File: config.mk
export PLATFORM = sky130hd
export DESIGN_NAME = irq_ctrl
export DESIGN_NICKNAME = d
export VERILOG_FILES = /design/src/rtl/irq_ctrl_pkg.sv /design/src/rtl/irq_sync_edge.sv /design/src/rtl/irq_ctrl.sv
export SDC_FILE = /design/constraint.sdc
export NUM_CORES = 1
export LEC_CHECK = 0
export BUFFER_PORTS_ARGS = -buffer_cell sky130_fd_sc_hd__buf_2
export CORE_MARGIN = 2
export CORE_UTILIZATION = 40
export DETAILED_ROUTE_END_ITERATION = 8
export PLACE_DENSITY_LB_ADDON = 0.05
export SYNTH_ARGS = -nofsm -noshare
export SYNTH_HDL_FRONTEND = slang
export SYNTH_SLANG_ARGS = --single-unit
File: constraint.sdc
create_clock -name clk_i -period 1.9 [get_ports clk_i]
set_input_delay 0.38 -clock clk_i [delete_from_list [all_inputs] [get_ports clk_i]]
set_output_delay 0.38 -clock clk_i [all_outputs]
set_load 0.01 [all_outputs]
File: src/rtl/irq_ctrl_pkg.sv
// irq_ctrl_pkg
//   Shared definitions for the interrupt controller:
//   - irq_state_t : request FSM states (IDLE=0, ASSERT=1, SERVICE=2)
//   - ADDR_*      : config port register addresses
//   - STATUS_*    : field positions inside the STATUS register
package irq_ctrl_pkg;

   typedef enum logic [1:0] {
      ST_IDLE    = 2'd0,
      ST_ASSERT  = 2'd1,
      ST_SERVICE = 2'd2
   } irq_state_t;

   localparam logic [1:0] ADDR_ENABLE   = 2'd0;
   localparam logic [1:0] ADDR_EDGE_SEL = 2'd1;
   localparam logic [1:0] ADDR_PENDING  = 2'd2;
   localparam logic [1:0] ADDR_STATUS   = 2'd3;

   // STATUS = {22'b0, state[1:0] at [9:8], 3'b0.., int_num at [ID_W-1:0]}
   localparam int STATUS_STATE_LSB = 8;
   localparam int STATUS_ID_LSB    = 0;

endpackage

File: src/rtl/irq_sync_edge.sv
// irq_sync_edge
//   One interrupt source: 2-flop synchroniser, rising-edge detect and the
//   pending bit.
//   Ports:
//     clk      in  clock
//     rst      in  asynchronous active-low reset
//     src      in  raw asynchronous interrupt line
//     edge_sel in  1 = edge mode (latched), 0 = level mode (follows line)
//     clr      in  clear request (ack of this id or W1C); edge mode only
//     pending  out pending bit
module irq_sync_edge (
   input  logic clk,
   input  logic rst,
   input  logic src,
   input  logic edge_sel,
   input  logic clr,
   output logic pending
);

   logic sync1;
   logic sync2;
   logic sync_prev;

   always_ff @(posedge clk or negedge rst) begin
      if (!rst) begin
         sync1     <= 1'b0;
         sync2     <= 1'b0;
         sync_prev <= 1'b0;
         pending   <= 1'b0;
      end else begin
         sync1     <= src;
         sync2     <= sync1;
         sync_prev <= sync2;
         if (edge_sel) begin
            // A new edge beats a simultaneous clear so no event is lost.
            if (sync2 && !sync_prev) begin
               pending <= 1'b1;
            end else if (clr) begin
               pending <= 1'b0;
            end
         end else begin
            // Level mode: the line itself is the pending state.
            pending <= sync2;
         end
      end
   end

endmodule

File: src/rtl/irq_ctrl.sv
// irq_ctrl
//   Interrupt source for the core: synchronises NUM_SRC lines, latches pending,
//   selects the lowest enabled pending index and holds the request until the
//   core acks; no new request until the core signals complete.
//   Optional feature macro: IRQC_NMI_EN (adds nmi_src_i and the nmi pulse path).
//   Ports:
//     clk_i      in  clock
//     rst        in  asynchronous active-low reset
//     src_i      in  raw interrupt lines [NUM_SRC]
//     nmi_src_i  in  raw NMI line (IRQC_NMI_EN only)
//     cfg_we     in  config write strobe
//     cfg_addr   in  0=ENABLE 1=EDGE_SEL 2=PENDING(W1C) 3=STATUS(RO)
//     cfg_wdata  in  write data
//     cfg_rdata  out combinational read data, zero-extended
//     int_ack_i  in  core accepted the request
//     complete_i in  core finished the handler
//     int_req    out interrupt request ("int" is a reserved word in SystemVerilog)
//     int_num    out requested source id
//     nmi        out one-cycle non-maskable request pulse (0 without IRQC_NMI_EN)
//   Handshake: int_req rises with int_num valid and both stay frozen until the
//   cycle int_ack_i is sampled high; complete_i is honoured only in SERVICE.
module irq_ctrl
   import irq_ctrl_pkg::*;
#(
   parameter int NUM_SRC = 8,
   parameter int ID_W    = (NUM_SRC > 1) ? $clog2(NUM_SRC) : 1
) (
   input  logic               clk_i,
   input  logic               rst,
   input  logic [NUM_SRC-1:0] src_i,
`ifdef IRQC_NMI_EN
   input  logic               nmi_src_i,
`endif
   input  logic               cfg_we,
   input  logic [1:0]         cfg_addr,
   input  logic [31:0]        cfg_wdata,
   output logic [31:0]        cfg_rdata,
   input  logic               int_ack_i,
   input  logic               complete_i,
   output logic               int_req,
   output logic [ID_W-1:0]    int_num,
   output logic               nmi
);

   irq_state_t         state, state_next;
   logic               int_next;
   logic [ID_W-1:0]    num_next;
   logic [ID_W-1:0]    winner;
   logic [NUM_SRC-1:0] enable;
   logic [NUM_SRC-1:0] edge_sel;
   logic [NUM_SRC-1:0] pending;
   logic [NUM_SRC-1:0] eligible;
   logic [NUM_SRC-1:0] w1c;
   logic [NUM_SRC-1:0] ack_clr;

   generate
      if (NUM_SRC < 32) begin : g_wdata_tail
         logic unused_wdata;
         assign unused_wdata = ^cfg_wdata[31:NUM_SRC];
      end
   endgenerate

   // Config registers
   always_ff @(posedge clk_i or negedge rst) begin
      if (!rst) begin
         enable   <= '0;
         edge_sel <= '0;
      end else if (cfg_we) begin
         if (cfg_addr == ADDR_ENABLE)   enable   <= cfg_wdata[NUM_SRC-1:0];
         if (cfg_addr == ADDR_EDGE_SEL) edge_sel <= cfg_wdata[NUM_SRC-1:0];
      end
   end

   assign w1c     = (cfg_we && cfg_addr == ADDR_PENDING) ? cfg_wdata[NUM_SRC-1:0] : '0;
   assign ack_clr = (state == ST_ASSERT && int_ack_i) ? (NUM_SRC'(1) << int_num) : '0;

   genvar g;
   generate
      for (g = 0; g < NUM_SRC; g++) begin : g_src
         irq_sync_edge u_src (
            .clk      (clk_i),
            .rst      (rst),
            .src      (src_i[g]),
            .edge_sel (edge_sel[g]),
            .clr      (w1c[g] | ack_clr[g]),
            .pending  (pending[g])
         );
      end
   endgenerate

   assign eligible = pending & enable;

   // Fixed priority: scanning downward leaves the lowest set index.
   always_comb begin
      winner = '0;
      for (int i = NUM_SRC - 1; i >= 0; i--) begin
         if (eligible[i]) winner = ID_W'(i);
      end
   end

   // Request FSM, registered outputs
   always_ff @(posedge clk_i or negedge rst) begin
      if (!rst) begin
         state   <= ST_IDLE;
         int_req <= 1'b0;
         int_num <= '0;
      end else begin
         state   <= state_next;
         int_req <= int_next;
         int_num <= num_next;
      end
   end

   always_comb begin
      state_next = state;
      int_next   = int_req;
      num_next   = int_num;
      case (state)
         ST_IDLE: begin
            if (|eligible) begin
               state_next = ST_ASSERT;
               int_next   = 1'b1;
               num_next   = winner;
            end
         end
         ST_ASSERT: begin
            if (int_ack_i) begin
               state_next = ST_SERVICE;
               int_next   = 1'b0;
            end
         end
         ST_SERVICE: begin
            if (complete_i) state_next = ST_IDLE;
         end
         default: begin
            state_next = ST_IDLE;
            int_next   = 1'b0;
         end
      endcase
   end

   // Config read
   always_comb begin
      cfg_rdata = '0;
      case (cfg_addr)
         ADDR_ENABLE:   cfg_rdata[NUM_SRC-1:0] = enable;
         ADDR_EDGE_SEL: cfg_rdata[NUM_SRC-1:0] = edge_sel;
         ADDR_PENDING:  cfg_rdata[NUM_SRC-1:0] = pending;
         ADDR_STATUS: begin
            cfg_rdata[STATUS_STATE_LSB +: 2]  = state;
            cfg_rdata[STATUS_ID_LSB +: ID_W]  = int_num;
         end
         default: cfg_rdata = '0;
      endcase
   end

`ifdef IRQC_NMI_EN
   // Sync (2 flops) + edge detect + output flop: pulse lands 3 cycles after
   // the sampling edge, matching the maskable path's latency.
   logic nmi_s1, nmi_s2, nmi_s3, nmi_rise;

   always_ff @(posedge clk_i or negedge rst) begin
      if (!rst) begin
         nmi_s1   <= 1'b0;
         nmi_s2   <= 1'b0;
         nmi_s3   <= 1'b0;
         nmi_rise <= 1'b0;
         nmi      <= 1'b0;
      end else begin
         nmi_s1   <= nmi_src_i;
         nmi_s2   <= nmi_s1;
         nmi_s3   <= nmi_s2;
         nmi_rise <= nmi_s2 & ~nmi_s3;
         nmi      <= nmi_rise;
      end
   end
`else
   assign nmi = 1'b0;
`endif

endmodule

==> impl_metrics.toml, run 1 <==
[synth]
ys_types = 32
synth_cells = 192
yosysWarnings = 0
synth-seq-cells = 54
synth_area_um2 = 2351
yosysSeqAreaShare = 0.5748
syn_area_per_cell_um2 = 12.24

[global_route]
grt_pass1_vias = 1530
grt_pass1_wl_mm = 7.928
track_usage = 0.1638
grt_max_degree = 37
antenna_found_initial = 0
grt_remaining_overflow = 0

[die]
coreArea_um2 = 5608
boundaryPins = 84
floorplan.rows = 27
die_h_um = 80.67
die-area_um2 = 6507
start_util = 0.4192
fp.dieW_um = 80.67

[critical_path]
worstPathMaxFanout = 5
regToRegStartpoint = "enable[2]$_DFFE_PN0P_"
cp.required_ps = 1520
startpoint = "int_num[2]$_DFFE_PN0P_"
arrival_ps = 1360
worst_setup_path_end_kind = "output pin"
r2r_slack_ps = 420
max_stage_delay_ps = 470
crit_slowest_cell = "mux4_2"
worstPathCellList = "mux4_2 > buf_2"
worst_setup_path_start_kind = "flop"
rr_worst_depth = 4
worstSetupPathType = "reg2out"

[placement]
dpl_cell_area_um2 = 2611
port_buffers = 36
place.gp.congestion = 0.7749
dp.cells = 308
dp_hpwl_mm = 3.558

[power_and_ir_drop]
p_leak_nw = 1.308
power_frac_clock = 0.209
swShare = 0.3194
power_density_nw_per_um2 = 1098
power.total_mw = 2.957
intPower_mw = 2.012
pwr-share-comb = 0.277
pwr-share-seq = 0.513
ir_worst_vdd_v = 0.0004636
p_switching_mw = 0.9444

[cells_and_area]
fin_area_um2 = 2694
drive_gt1_frac = 0.3223
diodes = 0
fin_cells = 314
nets = 290
nFillCells = 526
final_util = 0.4804
area_delta_synth_final_pct = 14.58

[detailed_routing]
wl_per_cell_um = 15.30
wl_met1_mm = 2.241
ant_nets = 0
first_iter_violations = 95
vias_per_cell = 5.032
met2_length_mm = 2.226
drc = 0
num_vias = 1580
top_layer = "met4"
wl_met3_um = 276
wirelength_mm = 4.803
dr.pass1.iters = 4

[clocking]
clkTransAtPathRegs_ps = 90
clkSinkCount = 54
cts_inserted_buffers = 5
post_cts_buffers = 0
cts_resized = 0
clock_latency_ps = 300
cts_hold_buf = 0
cts_htree_levels = 2
cts_tree = "done"
clockRootBuffer = "clkbuf_8"
clk_path_buf_depth = 2

[sta]
period_needed_ps = 1736
slew_violations = 0
finalSetupViolations = 0
final-hold-violation-count = 0
grt_setup_unrepaired = "false"
finalCritPeriodShare = 0.9137
tns_ps = 0
clock.fmax_ghz = 0.5760
fin_skew_ps = 7.928

[run_status]
status = "finished, final reports clean"

[run]
cap_violations = 0

[hold_path]
min-delay-path-class = "in2async"
==> power by group through the flow <==
| stage | Combinational, mW | Clock [mW] | Sequential [mW] |
|---|---|---|---|
| final | 0.820 | 0.619 | 1.52 |
| after global placement | 0.809 | 0 | 1.53 |
| after detailed placement | 0.827 | 0 | 1.54 |
| after global routing | 0.917 | 0.696 | 1.55 |
| after CTS | 0.832 | 0.645 | 1.52 |
| after floorplan | 0.521 | 0 | 1.53 |
==> cell usage in the layout, fill, tap and decap left out, drive strengths merged <==
cell	instances
dfrtp	54
buf	48
nand2	28
conb	23
mux2	17
o21ai	8
a21o	7
a221oi	6
a21oi	6
clkbuf	6
mux2i	5
a22oi	4
nor2	4
mux4	3
nand3	3
nor2b	3
and3	2
inv	2
a22o	2
nor3b	2
nand3b	2
o21a	1
or2	1
and2	1
nand2b	1
a32o	1
a32oi	1
o2bb2ai	1
==> synth_stat cells (all sizes together) <==
library cell	n	area share
a21o	7	0.022
a21oi	6	0.013
a221oi	6	0.022
a22o	2	0.0075
a22oi	4	0.013
a32o	1	0.0043
a32oi	1	0.0037
and2	1	0.0027
and3	2	0.0053
buf	25	0.081
clkbuf	1	0.0016
conb	1	0.0016
dfrtp	54	0.57
inv	2	0.0032
mux2	17	0.081
mux2i	5	0.021
mux4	3	0.029
nand2	28	0.045
nand2b	1	0.0027
nand3	3	0.0064
nand3b	2	0.0080
nor2	4	0.0064
nor2b	3	0.0090
nor3b	2	0.0085
o21a	1	0.0032
o21ai	8	0.017
o2bb2ai	1	0.0037
or2	1	0.0027
==> registers in the layout (all words and copies together) (netlist names), 2 cells and up <==
name	cells
edge_sel	8
enable	8
g_src.u_src.pending	8
g_src.u_src.sync1	8
g_src.u_src.sync2	8
g_src.u_src.sync_prev	8
int_num	3
state	2
==> critical path, delay by kind of cell (launching register included) <==
family                 cells  cell delay [ps]
buffers and inverters      1              150
muxes                      1              470
DFF                        1              440
==> path summary, 6_finish.rpt <==
| check | to |
|---|---|
| setup / recovery | cfg_rdata[2] |
| min in group clk_i | g_src[2].u_src.sync1$_DFF_PN0_ |
| max in group asynchronous | g_src[7].u_src.sync_prev$_DFF_PN0_ |
| setup reg to reg | state[0]$_DFFE_PN0P_ |
| hold reg to reg | g_src[1].u_src.sync2$_DFF_PN0_ |
| hold / removal | g_src[3].u_src.sync_prev$_DFF_PN0_ |
==> layout make-up <==
type                            instances  area, um^2  share of cell area
Timing Repair Buffer                   48       282.8              0.1050
Tap cell                               72       90.09             0.03344
Inverter                                2       7.507            0.002787
Multi-Input combinational cell        132       879.6              0.3265
Sequential cell                        54        1351              0.5016
Clock buffer                            6       82.58             0.03065
==> routing by layer <==
layer	global-route usage	vias up
met3	0.03034	5
met5	0	-
li1	-	733
met2	0.2450	64
met1	0.2414	778
met4	0.05085	0
==> kinds of logic (layout without fill, tap and decap cells) <==
| logic type | count (synthesis) | count (layout) | synth area share |
|---|---|---|---|
| multiplexers | 25 | 25 | 0.1315 |
| other | 1 | 23 | 0.001595 |
| buffers and inverters | 28 | 56 | 0.08621 |
| flip-flops | 54 | 54 | 0.5748 |
| AO/OA/AOI/OAI | 37 | 37 | 0.1096 |
| AND/OR/NAND/NOR | 47 | 47 | 0.09633 |
==> through the flow <==
stage | hold WS (ps) | setup slack, ps
4_1_cts | 20.75 | 142.8
6_report | 13.98 | 164.0
3_5_place_dp | 334.7 | 169.0
5_1_grt | 30.76 | 109.0
2_1_floorplan | 84.41 | 435.8
3_3_place_gp | 332.1 | 170.0
Power figures use the tool's default switching activity.
==> inputs of run 2 (changes only) <==
--- a/config.mk
+++ b/config.mk
@@ -6,6 +6,7 @@
 export NUM_CORES = 1
 export LEC_CHECK = 0
 export BUFFER_PORTS_ARGS = -buffer_cell sky130_fd_sc_hd__buf_2
+export CORE_ASPECT_RATIO = 0.9
 export CORE_MARGIN = 2
 export CORE_UTILIZATION = 40
 export DETAILED_ROUTE_END_ITERATION = 8
==> constraint.sdc (replaced) <==
create_clock -name clk_i -period 1.6 [get_ports clk_i]
set_input_delay 0.32 -clock clk_i [delete_from_list [all_inputs] [get_ports clk_i]]
set_output_delay 0.32 -clock clk_i [all_outputs]
set_load 0.01 [all_outputs]
==> impl_metrics.toml, run 2 (same netlist as run 1, synthesis figures left out) <==
[critical_path]
cp.required_ps = 1280
worstSetupPathType = "reg2out"
worst_setup_path_start_kind = "flop"
worst_setup_path_end_kind = "output pin"
max_stage_delay_ps = 500
arrival_ps = 1330
regToRegStartpoint = "enable[2]$_DFFE_PN0P_"
rr_worst_depth = 5
worstPathMaxFanout = 2
worstPathCellList = "mux4_2 > buf_6"
crit_slowest_cell = "mux4_2"
r2r_slack_ps = 80
timing.rr.end = "state[0]$_DFFE_PN0P_"

[clocking]
cts_tree = "done"
clkSinkCount = 54
cts_inserted_buffers = 5
clk_path_buf_depth = 2
clkTransAtPathRegs_ps = 90
cts_htree_levels = 2
cts_hold_buf = 0
clock_latency_ps = 300
clockRootBuffer = "clkbuf_8"

[run]
cap_violations = 0

[sta]
slew_violations = 0
grt_setup_unrepaired = "true"
fin_skew_ps = 7.323
hold_slack_ps = -15.19
clock.fmax_ghz = 0.6050
fin_ws_ps = -52.85
finalCritPeriodShare = 1.033
finalSetupViolations = 3
period_needed_ps = 1653
final-hold-violation-count = 13

[global_route]
antenna_found_initial = 0
grt_max_degree = 55
track_usage = 0.1631
grt_pass1_wl_mm = 8.245
grt_pass1_vias = 1562
grt_remaining_overflow = 0

[die]
floorplan.rows = 26
die-area_um2 = 6507
die_h_um = 76.73
start_util = 0.4130
boundaryPins = 84
fp.dieW_um = 84.81
coreArea_um2 = 5693

[detailed_routing]
vias_per_cell = 4.994
dr.pass1.iters = 4
first_iter_violations = 74
num_vias = 1618
drc = 0
wl_met3_um = 274
ant_nets = 0
wl_per_cell_um = 15.58
wirelength_mm = 5.048
top_layer = "met4"
met2_length_mm = 2.267
wl_met1_mm = 2.453

[power_and_ir_drop]
swShare = 0.3217
pwr-share-comb = 0.323
ir_worst_vdd_v = 0.0005815
power.total_mw = 3.665
power_density_nw_per_um2 = 1308
pwr-share-seq = 0.483
p_switching_mw = 1.179
intPower_mw = 2.486
p_leak_nw = 1.363
power_frac_clock = 0.194

[placement]
place.gp.congestion = 0.7592
port_buffers = 36
dp_hpwl_mm = 3.562
pre_cts_ws_ps = 0.4795

[cells_and_area]
area_delta_synth_final_pct = 19.21
nFillCells = 530
nets = 301
final_common_cell = "dfrtp_1"
diodes = 0
layout_common_cells = "54 x dfrtp_1, 33 x buf_2, 28 x nand2_1"
drive_gt1_frac = 0.3583

[run_status]
failed_checks = "negative hold slack, negative setup slack"
status = "finished, violations left"

[hold_path]
min-delay-path-class = "in2async"
run 2: cell types whose count changed in the layout (fill, tap and decap cells not counted), sizes merged:
cell    previous run  this run
buf               48        59
clkbuf             6         7
run 2: power by group through the flow:
| stage | Combinational, mW | Sequential, mW | Clock [mW] |
|---|---|---|---|
| final | 1.18 | 1.77 | 0.712 |
| after global routing | 1.31 | 1.80 | 0.805 |
| after CTS | 1.13 | 1.77 | 0.740 |
| after detailed placement | 1.01 | 1.82 | 0 |
| after global placement | 0.991 | 1.81 | 0 |
| after floorplan | 0.618 | 1.81 | 0 |
run 2: worst max-delay path by stage:
stage,depth (start not counted),from,slack [ps],endpoint
floorplan,2,cfg_addr[0],260,cfg_rdata[1]
global placement,4,cfg_addr[0],6,edge_sel[1]$_DFFE_PN0P_
detailed placement,5,cfg_addr[0],0.5,cfg_rdata[4]
CTS,2,int_num[1]$_DFFE_PN0P_,-70,cfg_rdata[1]
global route,2,int_num[1]$_DFFE_PN0P_,-100,cfg_rdata[1]
finish,2,int_num[0]$_DFFE_PN0P_,-50,cfg_rdata[0]
run 2: final cells by class:
cell class	count	area, um^2	area share
Clock buffer	7	76.32	0.02723
Multi-Input combinational cell	132	892.1	0.3183
Timing Repair Buffer	59	387.9	0.1384
Sequential cell	54	1351	0.4821
Inverter	2	7.507	0.002679
Tap cell	70	87.58	0.03125
run 2: per-stage QoR:
stage               instances  area [um^2]    util  setup TNS [ps]
global route              324         2803  0.4923          -247.9
finish                    324         2803  0.4923          -127.4
floorplan                 214         2434       -               0
global placement          306         2609  0.4582               0
detailed placement        306         2609  0.4582               0
CTS                       319         2743  0.4818          -189.1
run 2: critical path, delay by kind of cell (launching register included):
family                 cells  cell delay [ps]
multiplexers               1              500
flip-flops                 1              390
buffers and inverters      1              140
run 2: per-layer routing:
metal / GRT usage / vias up
met5: 0 / -
met4: 0.03810 / 0
met3: 0.04413 / 6
met2: 0.2394 / 58
met1: 0.2426 / 800
li1: - / 754
run 2: timing repair:
item                       in CTS  in global routing
buffers inserted                6                  5
setup endpoints to repair       4                  7
resized for setup               3                  5
==> inputs of run 3 (changes only) <==
--- a/config.mk
+++ b/config.mk
@@ -10,7 +10,9 @@
 export CORE_MARGIN = 2
 export CORE_UTILIZATION = 40
 export DETAILED_ROUTE_END_ITERATION = 8
+export HOLD_SLACK_MARGIN = 0.08
 export PLACE_DENSITY_LB_ADDON = 0.05
+export SLEW_MARGIN = 0
 export SYNTH_ARGS = -nofsm -noshare
 export SYNTH_HDL_FRONTEND = slang
 export SYNTH_SLANG_ARGS = --single-unit
==> constraint.sdc (replaced) <==
create_clock -name clk_i -period 1.7 [get_ports clk_i]
set_input_delay 0.34 -clock clk_i [delete_from_list [all_inputs] [get_ports clk_i]]
set_output_delay 0.34 -clock clk_i [all_outputs]
set_load 0.01 [all_outputs]
==> impl_metrics.toml, run 3 (same netlist as run 1, synthesis figures left out) <==
[die]
floorplan.rows = 26
boundaryPins = 84
die_h_um = 76.73
die-area_um2 = 6507
fp.dieW_um = 84.81
start_util = 0.4130
coreArea_um2 = 5693

[global_route]
grt_max_degree = 55
grt_remaining_overflow = 0
track_usage = 0.1636
grt_pass1_wl_mm = 8.224
antenna_found_initial = 0
grt_pass1_vias = 1591

[placement]
pre_cts_ws_ps = 93.02
port_buffers = 36
place.gp.congestion = 0.7804
dp_hpwl_mm = 3.575
dpl_cell_area_um2 = 2609

[critical_path]
worstSetupPathType = "reg2out"
cp.required_ps = 1360
path_buf_inv = 1
worst_setup_path_start_kind = "flop"
worstPathCellList = "mux4_2 > buf_2"
worst_setup_path_end_kind = "output pin"
arrival_ps = 1350
max_stage_delay_ps = 490
worstPathMaxFanout = 2
crit_family = "multiplexers"
crit_slowest_cell = "mux4_2"

[detailed_routing]
num_vias = 1589
dr.pass1.iters = 4
vias_per_cell = 4.950
wl_met1_mm = 2.481
first_iter_violations = 81
wl_met3_um = 242
drc = 0
wl_per_cell_um = 15.36
wirelength_mm = 4.930
ant_nets = 0
top_layer = "met4"
met2_length_mm = 2.148

[clocking]
cts_inserted_buffers = 5
clkTransAtPathRegs_ps = 90
clock_latency_ps = 300
clk_path_buf_depth = 2
cts_htree_levels = 2
clockRootBuffer = "clkbuf_8"
cts_tree = "done"
clkSinkCount = 54

[sta]
finalSetupViolations = 0
finalCritPeriodShare = 0.9944
slew_violations = 0
final-hold-violation-count = 0
fin_ws_ps = 9.460
fin_skew_ps = 6.883
clock.fmax_ghz = 0.5915
grt_setup_unrepaired = "true"
period_needed_ps = 1691
hold_slack_ps = 137.0

[cells_and_area]
nets = 299
layout_common_cells = "54 x dfrtp_1, 34 x buf_2, 28 x nand2_1"
nFillCells = 543
fin_area_um2 = 2774
drive_gt1_frac = 0.3426
diodes = 0
final_common_cell = "dfrtp_1"
area_delta_synth_final_pct = 17.99

[power_and_ir_drop]
p_leak_nw = 1.354
ir_worst_vdd_v = 0.0006003
power.total_mw = 3.429
power_density_nw_per_um2 = 1236

[run]
cap_violations = 0

[hold_path]
min-delay-path-class = "in2reg"

[run_status]
status = "finished, final reports clean"
-- run 3: changes by cell type in the layout (fill, tap and decap cells not counted) --
cell           before  now
nor2_1              3    4
a22oi_2             2    0
dlygate4sd3_1       0    1
nor2_2              1    0
o21ai_1             1    0
buf_2              33   34
a22oi_1             2    4
clkbuf_1            2    0
buf_4              21   19
clkbuf_8            5    6
buf_6               4    2
o21ai_0             7    8
-- run 3: power by group --
group	leakage [nW]	internal, mW	total, mW	switching, mW
registers	0.633	1.50	1.67	0.178
logic	0.678	0.527	1.06	0.536
clock network	0.0431	0.315	0.692	0.377
-- run 3: what timing repair did --
item | 4_1_cts | 5_1_grt
hold buffers | 1 | 0
endpoints found under the setup margin | 3 | 3
gates resized for setup | 0 | 2
hold endpoints to repair | 54 | 0
buffers inserted | 3 | 5
-- run 3: path summary, 6_finish.rpt --
check	from	endpoint	slack [ps]	cells after the start
min	src_i[1]	g_src[1].u_src.sync1$_DFF_PN0_	140	1
max	int_num[0]$_DFFE_PN0P_	cfg_rdata[0]	9	2
min in group asynchronous	rst	g_src[1].u_src.pending$_DFFE_PN0P_	540	3
max reg2reg	g_src[2].u_src.pending$_DFFE_PN0P_	state[0]$_DFFE_PN0P_	100	5
min reg2reg	g_src[7].u_src.sync1$_DFF_PN0_	g_src[7].u_src.sync2$_DFF_PN0_	350	0
max in group asynchronous	rst	int_req$_DFFE_PN0P_	890	3
-- run 3: per-layer routing --
layer	vias to the layer above	global-route usage
met2	60	0.2425
met1	773	0.2436
met5	-	0
met3	6	0.03767
met4	0	0.04286
li1	750	-
-- run 3: area by class of cell --
type,instances,area [um^2],area share
flip-flops and latches,54,1351,0.4871
multi-input cells,132,879.6,0.3171
repair buffers,57,365.4,0.1317
well taps,70,87.58,0.03157
clock buffers,6,82.58,0.02977
inverters,2,7.507,0.002706
-- run 3: worst reg2reg max path: cells and delay by family (launching register included) --
family                 cells  cell delay, ps
AO/OA/AOI/OAI              2             510
buffers and inverters      1             150
flip-flops                 1             410
AND/OR/NAND/NOR            2             430
-- run 3: metrics by stage --
stage | setup TNS (ps) | instances | util
2_1_floorplan | 0 | 214 | -
3_3_place_gp | 0 | 306 | 0.4582
3_5_place_dp | 0 | 306 | 0.4582
4_1_cts | -6.868 | 316 | 0.4785
5_1_grt | -51.19 | 321 | 0.4873
6_report | 0 | 321 | 0.4873
